### config.mk
export PLATFORM = sky130hd
export DESIGN_NAME = io_responder_flat
export DESIGN_NICKNAME = d
export VERILOG_FILES = /design/src/rtl/io_defs.sv /design/src/rtl/io_responder_if.sv /design/src/rtl/io_event_fifo.sv /design/src/rtl/io_responder.sv /design/src/flat_wrapper.sv
export SDC_FILE = /design/constraint.sdc
export NUM_CORES = 1
export LEC_CHECK = 0
export BUFFER_PORTS_ARGS = -buffer_cell sky130_fd_sc_hd__clkbuf_2
export CAP_MARGIN = 5
export CORE_UTILIZATION = 50
export CTS_CLUSTER_SIZE = 10
export DETAILED_ROUTE_END_ITERATION = 12
export HOLD_SLACK_MARGIN = 0.12
export PLACE_DENSITY = 0.81
export SYNTH_ARGS = -nofsm -noshare
export SYNTH_HDL_FRONTEND = slang
export SYNTH_SLANG_ARGS = --single-unit
### constraint.sdc
create_clock -name clk -period 4.5 [get_ports clk]
set_input_delay 0 -clock clk [delete_from_list [all_inputs] [get_ports clk]]
set_output_delay 0 -clock clk [all_outputs]
set_load 0.01 [all_outputs]
### src/rtl/io_defs.sv
// Shared definitions for the I/O responder: register offsets,
// EVENT word layout and LFSR constants.
package io_defs;

  localparam logic [2:0] OFF_STATUS = 3'd0;
  localparam logic [2:0] OFF_EVENT  = 3'd1;
  localparam logic [2:0] OFF_RANDOM = 3'd2;
  localparam logic [2:0] OFF_P1     = 3'd3;
  localparam logic [2:0] OFF_P2     = 3'd4;
  localparam logic [2:0] OFF_P3     = 3'd5;
  localparam logic [2:0] OFF_P4     = 3'd6;
  localparam logic [2:0] OFF_CTRL   = 3'd7;

  localparam int EV_VALID_BIT = 15;
  localparam int EV_PLAYER_LO = 10;
  localparam int EV_SW_W      = 10;
  localparam int EV_DATA_W    = 14;

  localparam logic [15:0] LFSR_MASK = 16'hB400;
  localparam logic [15:0] DEF_SEED  = 16'hACE1;

  function automatic logic [15:0] ev_word(
    input logic [EV_DATA_W-1:0] d
  );
    return {1'b1, 1'b0, d};
  endfunction

  function automatic logic [15:0] lfsr_step(
    input logic [15:0] s
  );
    return s[0] ? ((s >> 1) ^ LFSR_MASK) : (s >> 1);
  endfunction

endpackage

### src/rtl/io_responder_if.sv
// CPU-side bus of the I/O window: address, strobes, write data,
// registered read data with valid pulse, combinational hit.
interface io_responder_if;
  logic [15:0] adr;
  logic        memread;
  logic        memwrite;
  logic [15:0] writedata;
  logic [15:0] rdata;
  logic        rvalid;
  logic        hit;

  modport master (
    output adr, memread, memwrite, writedata,
    input  rdata, rvalid, hit
  );

  modport slave (
    input  adr, memread, memwrite, writedata,
    output rdata, rvalid, hit
  );
endinterface

### src/rtl/io_event_fifo.sv
// Synchronous event FIFO: push/pop/flush, din/dout, count,
// empty/full flags and an overflow_set pulse on a dropped push.
module io_event_fifo #(
  parameter  int DEPTH = 4,
  parameter  int W     = 14,
  localparam int AW    = $clog2(DEPTH),
  localparam int CW    = AW + 1
) (
  input  logic          clk,
  input  logic          rst,
  input  logic          push,
  input  logic          pop,
  input  logic          flush,
  input  logic [W-1:0]  din,
  output logic [W-1:0]  dout,
  output logic [CW-1:0] count,
  output logic          empty,
  output logic          full,
  output logic          overflow_set
);

  logic [W-1:0]  mem_q [DEPTH];
  logic [W-1:0]  mem_d [DEPTH];
  logic [AW-1:0] wp_q, wp_d;
  logic [AW-1:0] rp_q, rp_d;
  logic [CW-1:0] cnt_q, cnt_d;
  logic          do_push, do_pop;

  assign empty = (cnt_q == '0);
  assign full  = (cnt_q == CW'(DEPTH));
  assign count = cnt_q;
  assign dout  = mem_q[rp_q];

  always_comb begin
    mem_d        = mem_q;
    wp_d         = wp_q;
    rp_d         = rp_q;
    cnt_d        = cnt_q;
    do_pop       = pop && !empty;
    // a pop frees a slot for a push landing on the same edge
    do_push      = push && (!full || do_pop);
    overflow_set = push && full && !do_pop;
    if (flush) begin
      do_push      = 1'b0;
      do_pop       = 1'b0;
      overflow_set = 1'b0;
      wp_d         = '0;
      rp_d         = '0;
      cnt_d        = '0;
    end else begin
      if (do_push) begin
        mem_d[wp_q] = din;
        wp_d        = wp_q + 1'b1;
      end
      if (do_pop) rp_d = rp_q + 1'b1;
      unique case ({do_push, do_pop})
        2'b10:   cnt_d = cnt_q + 1'b1;
        2'b01:   cnt_d = cnt_q - 1'b1;
        default: cnt_d = cnt_q;
      endcase
    end
  end

  always_ff @(posedge clk or posedge rst) begin
    if (rst) begin
      for (int i = 0; i < DEPTH; i++) mem_q[i] <= '0;
      wp_q  <= '0;
      rp_q  <= '0;
      cnt_q <= '0;
    end else begin
      mem_q <= mem_d;
      wp_q  <= wp_d;
      rp_q  <= rp_d;
      cnt_q <= cnt_d;
    end
  end

endmodule

### src/rtl/io_responder.sv
// Memory-mapped I/O slave: status/event FIFO, LFSR, P1..P4 scores.
// Ports: clk, rst, bus (slave), controller inputs, scores, random.
module io_responder
  import io_defs::*;
#(
  parameter logic [15:0] IO_BASE    = 16'd43,
  parameter int          FIFO_DEPTH = 4,
  parameter logic [15:0] LFSR_SEED  = DEF_SEED
) (
  input  logic           clk,
  input  logic           rst,
  io_responder_if.slave  bus,
  input  logic [3:0]     playerInput,
  input  logic           playerInputFlag,
  input  logic [9:0]     switchInput,
  output logic [15:0]    p1,
  output logic [15:0]    p2,
  output logic [15:0]    p3,
  output logic [15:0]    p4,
  output logic [15:0]    randomVal,
  output logic           eventPending
);

  localparam int CW = $clog2(FIFO_DEPTH) + 1;

  logic [15:0] rdata_q, rdata_d;
  logic        rvalid_q, rvalid_d;
  logic [15:0] p_q [4];
  logic [15:0] p_d [4];
  logic [15:0] lfsr_q, lfsr_d;
  logic        en_q, en_d;
  logic        ovf_q, ovf_d;
  logic        flag_q, flag_d;

  logic          hit, rd_en, wr_en, ctrl_wr;
  logic [2:0]    off;
  logic          push, pop, flush;
  logic [EV_DATA_W-1:0] f_dout;
  logic [CW-1:0] f_cnt;
  logic          f_empty, f_full, f_ovf;
  logic [15:0]   wd;

  assign wd = bus.writedata;

  always_comb begin
    hit = (bus.adr >= IO_BASE)
       && (bus.adr <= IO_BASE + 16'd7);
    // low bits suffice: the window is 8 words long
    off = bus.adr[2:0] - IO_BASE[2:0];
  end

  assign rd_en   = bus.memread && !bus.memwrite && hit;
  assign wr_en   = bus.memwrite && hit;
  assign ctrl_wr = wr_en && (off == OFF_CTRL);
  assign flush   = ctrl_wr && wd[1];
  assign pop     = rd_en && (off == OFF_EVENT);
  assign push    = playerInputFlag && !flag_q;

  io_event_fifo #(
    .DEPTH (FIFO_DEPTH),
    .W     (EV_DATA_W)
  ) u_fifo (
    .clk          (clk),
    .rst          (rst),
    .push         (push),
    .pop          (pop),
    .flush        (flush),
    .din          ({playerInput, switchInput}),
    .dout         (f_dout),
    .count        (f_cnt),
    .empty        (f_empty),
    .full         (f_full),
    .overflow_set (f_ovf)
  );

  always_comb begin
    rdata_d  = rdata_q;
    rvalid_d = rd_en;
    p_d      = p_q;
    lfsr_d   = lfsr_q;
    en_d     = en_q;
    ovf_d    = ovf_q;
    flag_d   = playerInputFlag;

    if (rd_en) begin
      unique case (off)
        OFF_STATUS: rdata_d = {11'd0, 3'(f_cnt),
                               ovf_q, !f_empty};
        OFF_EVENT:  rdata_d = f_empty ? 16'h0000
                                      : ev_word(f_dout);
        OFF_RANDOM: rdata_d = lfsr_q;
        OFF_P1:     rdata_d = p_q[0];
        OFF_P2:     rdata_d = p_q[1];
        OFF_P3:     rdata_d = p_q[2];
        OFF_P4:     rdata_d = p_q[3];
        OFF_CTRL:   rdata_d = 16'h0000;
        default:    rdata_d = 16'h0000;
      endcase
    end

    if (wr_en) begin
      unique case (off)
        OFF_P1:  p_d[0] = wd;
        OFF_P2:  p_d[1] = wd;
        OFF_P3:  p_d[2] = wd;
        OFF_P4:  p_d[3] = wd;
        default: ;
      endcase
    end

    if (ctrl_wr) begin
      en_d = wd[2];
      if (wd[0]) ovf_d = 1'b0;
    end
    // a dropped push on the clearing edge keeps the flag set
    if (f_ovf) ovf_d = 1'b1;

    if (en_q) lfsr_d = lfsr_step(lfsr_q);
    if (wr_en && (off == OFF_RANDOM))
      lfsr_d = (wd == 16'h0000) ? LFSR_SEED : wd;
  end

  always_ff @(posedge clk or posedge rst) begin
    if (rst) begin
      rdata_q  <= '0;
      rvalid_q <= 1'b0;
      for (int i = 0; i < 4; i++) p_q[i] <= '0;
      lfsr_q   <= LFSR_SEED;
      en_q     <= 1'b1;
      ovf_q    <= 1'b0;
      flag_q   <= 1'b0;
    end else begin
      rdata_q  <= rdata_d;
      rvalid_q <= rvalid_d;
      p_q      <= p_d;
      lfsr_q   <= lfsr_d;
      en_q     <= en_d;
      ovf_q    <= ovf_d;
      flag_q   <= flag_d;
    end
  end

  assign bus.rdata   = rdata_q;
  assign bus.rvalid  = rvalid_q;
  assign bus.hit     = hit;
  assign p1          = p_q[0];
  assign p2          = p_q[1];
  assign p3          = p_q[2];
  assign p4          = p_q[3];
  assign randomVal   = lfsr_q;
  assign eventPending = !f_empty;

endmodule

### src/flat_wrapper.sv
// flat-port wrapper written by rule: the top's interface ports become plain ports
module io_responder_flat import io_defs::*;
#(
  parameter logic [15:0] IO_BASE    = 16'd43,
  parameter int          FIFO_DEPTH = 4,
  parameter logic [15:0] LFSR_SEED  = DEF_SEED
)
  (clk, rst, playerInput, playerInputFlag, switchInput, p1, p2, p3, p4, randomVal, eventPending, bus_adr, bus_memread, bus_memwrite, bus_writedata, bus_rdata, bus_rvalid, bus_hit);
  io_responder_if bus_i ();
  input  logic clk;
  input  logic rst;
  input  logic [3:0] playerInput;
  input  logic playerInputFlag;
  input  logic [9:0] switchInput;
  output logic [15:0] p1;
  output logic [15:0] p2;
  output logic [15:0] p3;
  output logic [15:0] p4;
  output logic [15:0] randomVal;
  output logic eventPending;
  input wire logic [$bits(bus_i.adr)-1:0] bus_adr;
  input wire logic [$bits(bus_i.memread)-1:0] bus_memread;
  input wire logic [$bits(bus_i.memwrite)-1:0] bus_memwrite;
  input wire logic [$bits(bus_i.writedata)-1:0] bus_writedata;
  output wire logic [$bits(bus_i.rdata)-1:0] bus_rdata;
  output wire logic [$bits(bus_i.rvalid)-1:0] bus_rvalid;
  output wire logic [$bits(bus_i.hit)-1:0] bus_hit;
  assign bus_i.adr = bus_adr;
  assign bus_i.memread = bus_memread;
  assign bus_i.memwrite = bus_memwrite;
  assign bus_i.writedata = bus_writedata;
  assign bus_rdata = bus_i.rdata;
  assign bus_rvalid = bus_i.rvalid;
  assign bus_hit = bus_i.hit;
  io_responder #(.IO_BASE(IO_BASE), .FIFO_DEPTH(FIFO_DEPTH), .LFSR_SEED(LFSR_SEED)) u_core (.clk(clk), .rst(rst), .bus(bus_i), .playerInput(playerInput), .playerInputFlag(playerInputFlag), .switchInput(switchInput), .p1(p1), .p2(p2), .p3(p3), .p4(p4), .randomVal(randomVal), .eventPending(eventPending));
endmodule
==> run summary <==
Maximum VDD drop -> 0.338 mV
Syn Nets -> 630
Worst-path cell chain -> dlygate4sd3_1 > clkbuf_2 > or4b_4 > or4b_1 > and3b_1 > o21a_1 > inv_1 > ha_1 > fa_1 > xnor2_1 > nor2_1 > xnor2_1 > nor2_1
Vias in the first global route -> 5888
Worst Setup Path Type -> in -> reg
Most common cell after layout, fill and taps aside -> dfrtp_1
Detailed Route Iter0 Violations -> 622
Dominant cells by area after synthesis -> dfrtp_1, mux2_2, mux2_4
Core area -> 15300 um2
Die width -> 128 um
P&R area growth vs syn -> 23.4%
Initial Util -> 51.6%
CTS tree -> built
Fin. Hold Viols -> 0
Worst path bufs/invs -> 3
Clock power share -> 34.3%
Peak Freq -> 294 MHz
Mapped Cells -> 572
Measured slew at the worst slew-check pin -> 1.19 ns
YS warnings -> 0
Leak pwr -> 4.83 nW
Clock Latency Late Sink -> 0.44 ns
CTS resizes -> 0
ANT cells -> 0
Top-level port count -> 150
Combinational fraction of design power -> 21.0%
Worst setup EP type -> flip-flop
RSZ-0062 raised after global routing -> no
All-Layer GR Usage -> 27.3%
Worst Setup SP -> bus_adr[6]
Total CTS buffers -> 17
Hold slack -> 0.235 ns
Clk root buf -> clkbuf_16
Worst hold path class -> in -> reg
Share of cells above drive strength 1 -> 47.4%
Vias -> 5917
Area leader, netlist -> dfrtp_1
First-pass GRT wire length -> 32900 um
Final Setup Violations -> 0
Register area share after synthesis -> 51.8%
Num rows -> 45
CP startpoint kind -> primary input
PwrDens -> 443 nW/um2
Final HPWL DP -> 14600 um
Synth cell types -> 57
Total gr overflow -> 0
Register share of total power -> 44.7%
Largest net degree at the start of global routing -> 129
FF-to-FF End -> u_core.u_fifo.count[2]$_DFFE_PP0P_
Commonest cells after routing, fill and taps aside -> dfrtp_1, clkbuf_2, mux2_2
Seq cells post-synth -> 163
Min-Delay Path Depth -> 5
Routed WL per cell -> 21.9 um
Fin Setup TNS -> 0 ns
Switching Share -> 27.5%
Initial DRT Pass Iterations -> 6
Setup bufs post-CTS -> 0
RePlAce Congestion -> 0.900
Worst Setup EP -> u_core.u_fifo.count[2]$_DFFE_PP0P_
Syn_area_per_cell -> 13.8 um2
Status -> finished, final reports clean
Fin crit share -> 75.6%
Die area -> 16300 um2
Internal Pwr Total -> 3.13 mW
H-Tree Depth -> 4
Relative max-transition margin -> 19.4%
Crit path depth -> 13
Num Clock Sinks -> 163
DR DRC count -> 0
Placed Cells -> 902
Die height -> 128 um
Synth async-reset ratio -> 100%
R2R setup slack -> 1.39 ns
Yosys top cell area share -> 48.8%
Max-Cap Viols -> 0
Minimum clock period -> 3.40 ns
Number of synthesized flops with an enable pin -> 0
Reg-to-reg critical path startpoint -> u_core.u_fifo.count[0]$_DFFE_PP0P_
Psw -> 1.19 mW
Reg2reg path depth -> 12
Hold_buf cts -> 37
Ys flop type -> dfrtp_1
Clock transition at path regs -> 0.06 ns
CP Max Fanout -> 9
Worst path required time -> 4.82 ns
Max Slew Vio Count -> 0
Worst Skew -> 0.0116 ns
Cell area after synthesis -> 7900 um2
Antenna violations before repair -> 0
Longest Clk Path Bufs -> 2
Layout Cells excl Fill -> 971
Crit-path max cell delay -> 0.59 ns
Nets -> 805
Slowest cell on the critical path -> and3b_1
Detail Route Antenna Nets -> 0
Port Buffers -> 149
Vias per cell -> 6.09
Family with the most delay on the worst path -> simple AND/OR/NAND/NOR gates
Total Wirelength -> 21300 um
Critical Path AT -> 3.72 ns
worst register-to-register path: cells and delay by family (launching register included):
family	cells	cell delay, ns
buffers and inverters	2	0.28
XOR/XNOR	2	0.35
adder cells (fa/ha/maj)	2	0.61
AND/OR/NAND/NOR	5	1.01
AO/OA/AOI/OAI	1	0.28
flip-flops	1	0.46
sequential cells by signal (all words and copies together) (netlist names), 3 cells and up:
name / flops
u_core.randomVal: 16
u_core.p4: 16
u_core.u_fifo.count: 3
u_core.u_fifo.mem_q: 56
u_core.p1: 16
u_core.p3: 16
u_core.bus.rdata: 16
u_core.p2: 16
logic make-up after synthesis:
group / Yosys count / synth area share [%]
xor+xnor: 7 / 0.776
flops: 163 / 51.8
fa+ha+maj: 7 / 1.20
compound gates: 90 / 9.38
mux: 168 / 27.7
simple gates: 93 / 6.56
buf+inv: 44 / 2.65
worst min path at each step:
stage	start	endpoint	slack (ns)
finish	bus_adr[9]	u_core.u_fifo.count[1]$_DFFE_PP0P_	0.23
global route	playerInputFlag	u_core.flag_q$_DFF_PP0_	0.25
CTS	bus_adr[1]	u_core.bus.rdata[1]$_DFFE_PP0P_	0.22
detailed placement	playerInputFlag	u_core.flag_q$_DFF_PP0_	0.15
global placement	playerInputFlag	u_core.flag_q$_DFF_PP0_	0.15
floorplan	playerInputFlag	u_core.flag_q$_DFF_PP0_	0.03
power by group through the flow:
stage	clock (mW)	combinational [mW]	sequential, mW
finish	1.48	0.905	1.93
floorplan	0	0.698	1.88
global route	1.55	0.974	1.96
CTS	1.49	0.909	1.93
global placement	0	0.841	1.91
detailed placement	0	0.871	1.94
area by class of cell:
class                           instances  area [um2]
Clock buffer                           18         429
Clock inverter                         14         166
Fill cell                            1151        5570
Inverter                                7        31.3
Multi-Input combinational cell        365        3600
Sequential cell                       163        4090
Tap cell                              211         264
Timing Repair Buffer                  193        1170
Yosys cell counts (3+ instances only):
master	n
nor3_1	10
mux4_2	14
nor2b_1	5
and2_1	6
buf_6	5
mux2i_1	12
a222oi_1	8
buf_2	5
buf_1	3
inv_1	7
a221oi_1	5
a22o_1	3
o2111ai_4	4
nor2_1	14
ha_1	6
o21ai_0	15
a21oi_1	14
a221o_1	9
nor4_1	5
xnor2_1	5
mux2_4	40
dfstp_2	9
a22oi_1	13
nand2b_1	3
mux2_2	102
dfrtp_1	154
and3_1	13
nand2_1	20
clkbuf_1	24
a21o_1	3
routing by layer:
layer  vias to the layer above  track usage [%]  routed length [um]
li1                       2526                -                   -
met1                      3014             35.5                8980
met2                       324             43.8               10100
met3                        53             7.39                1690
met4                         0             11.0                 524
met5                         -                0                   0
stage by stage:
stage	instance area, um2	setup slack, ns	util, %	power [mW]
floorplan	7900	0.110	-	2.58
global placement	8780	1.16	57.4	2.76
detailed placement	8780	1.05	57.4	2.81
CTS	9750	1.12	63.7	4.32
global route	9750	1.00	63.7	4.49
finish	9750	1.10	63.7	4.32
No activity file was read; power rests on OpenSTA's default activity.
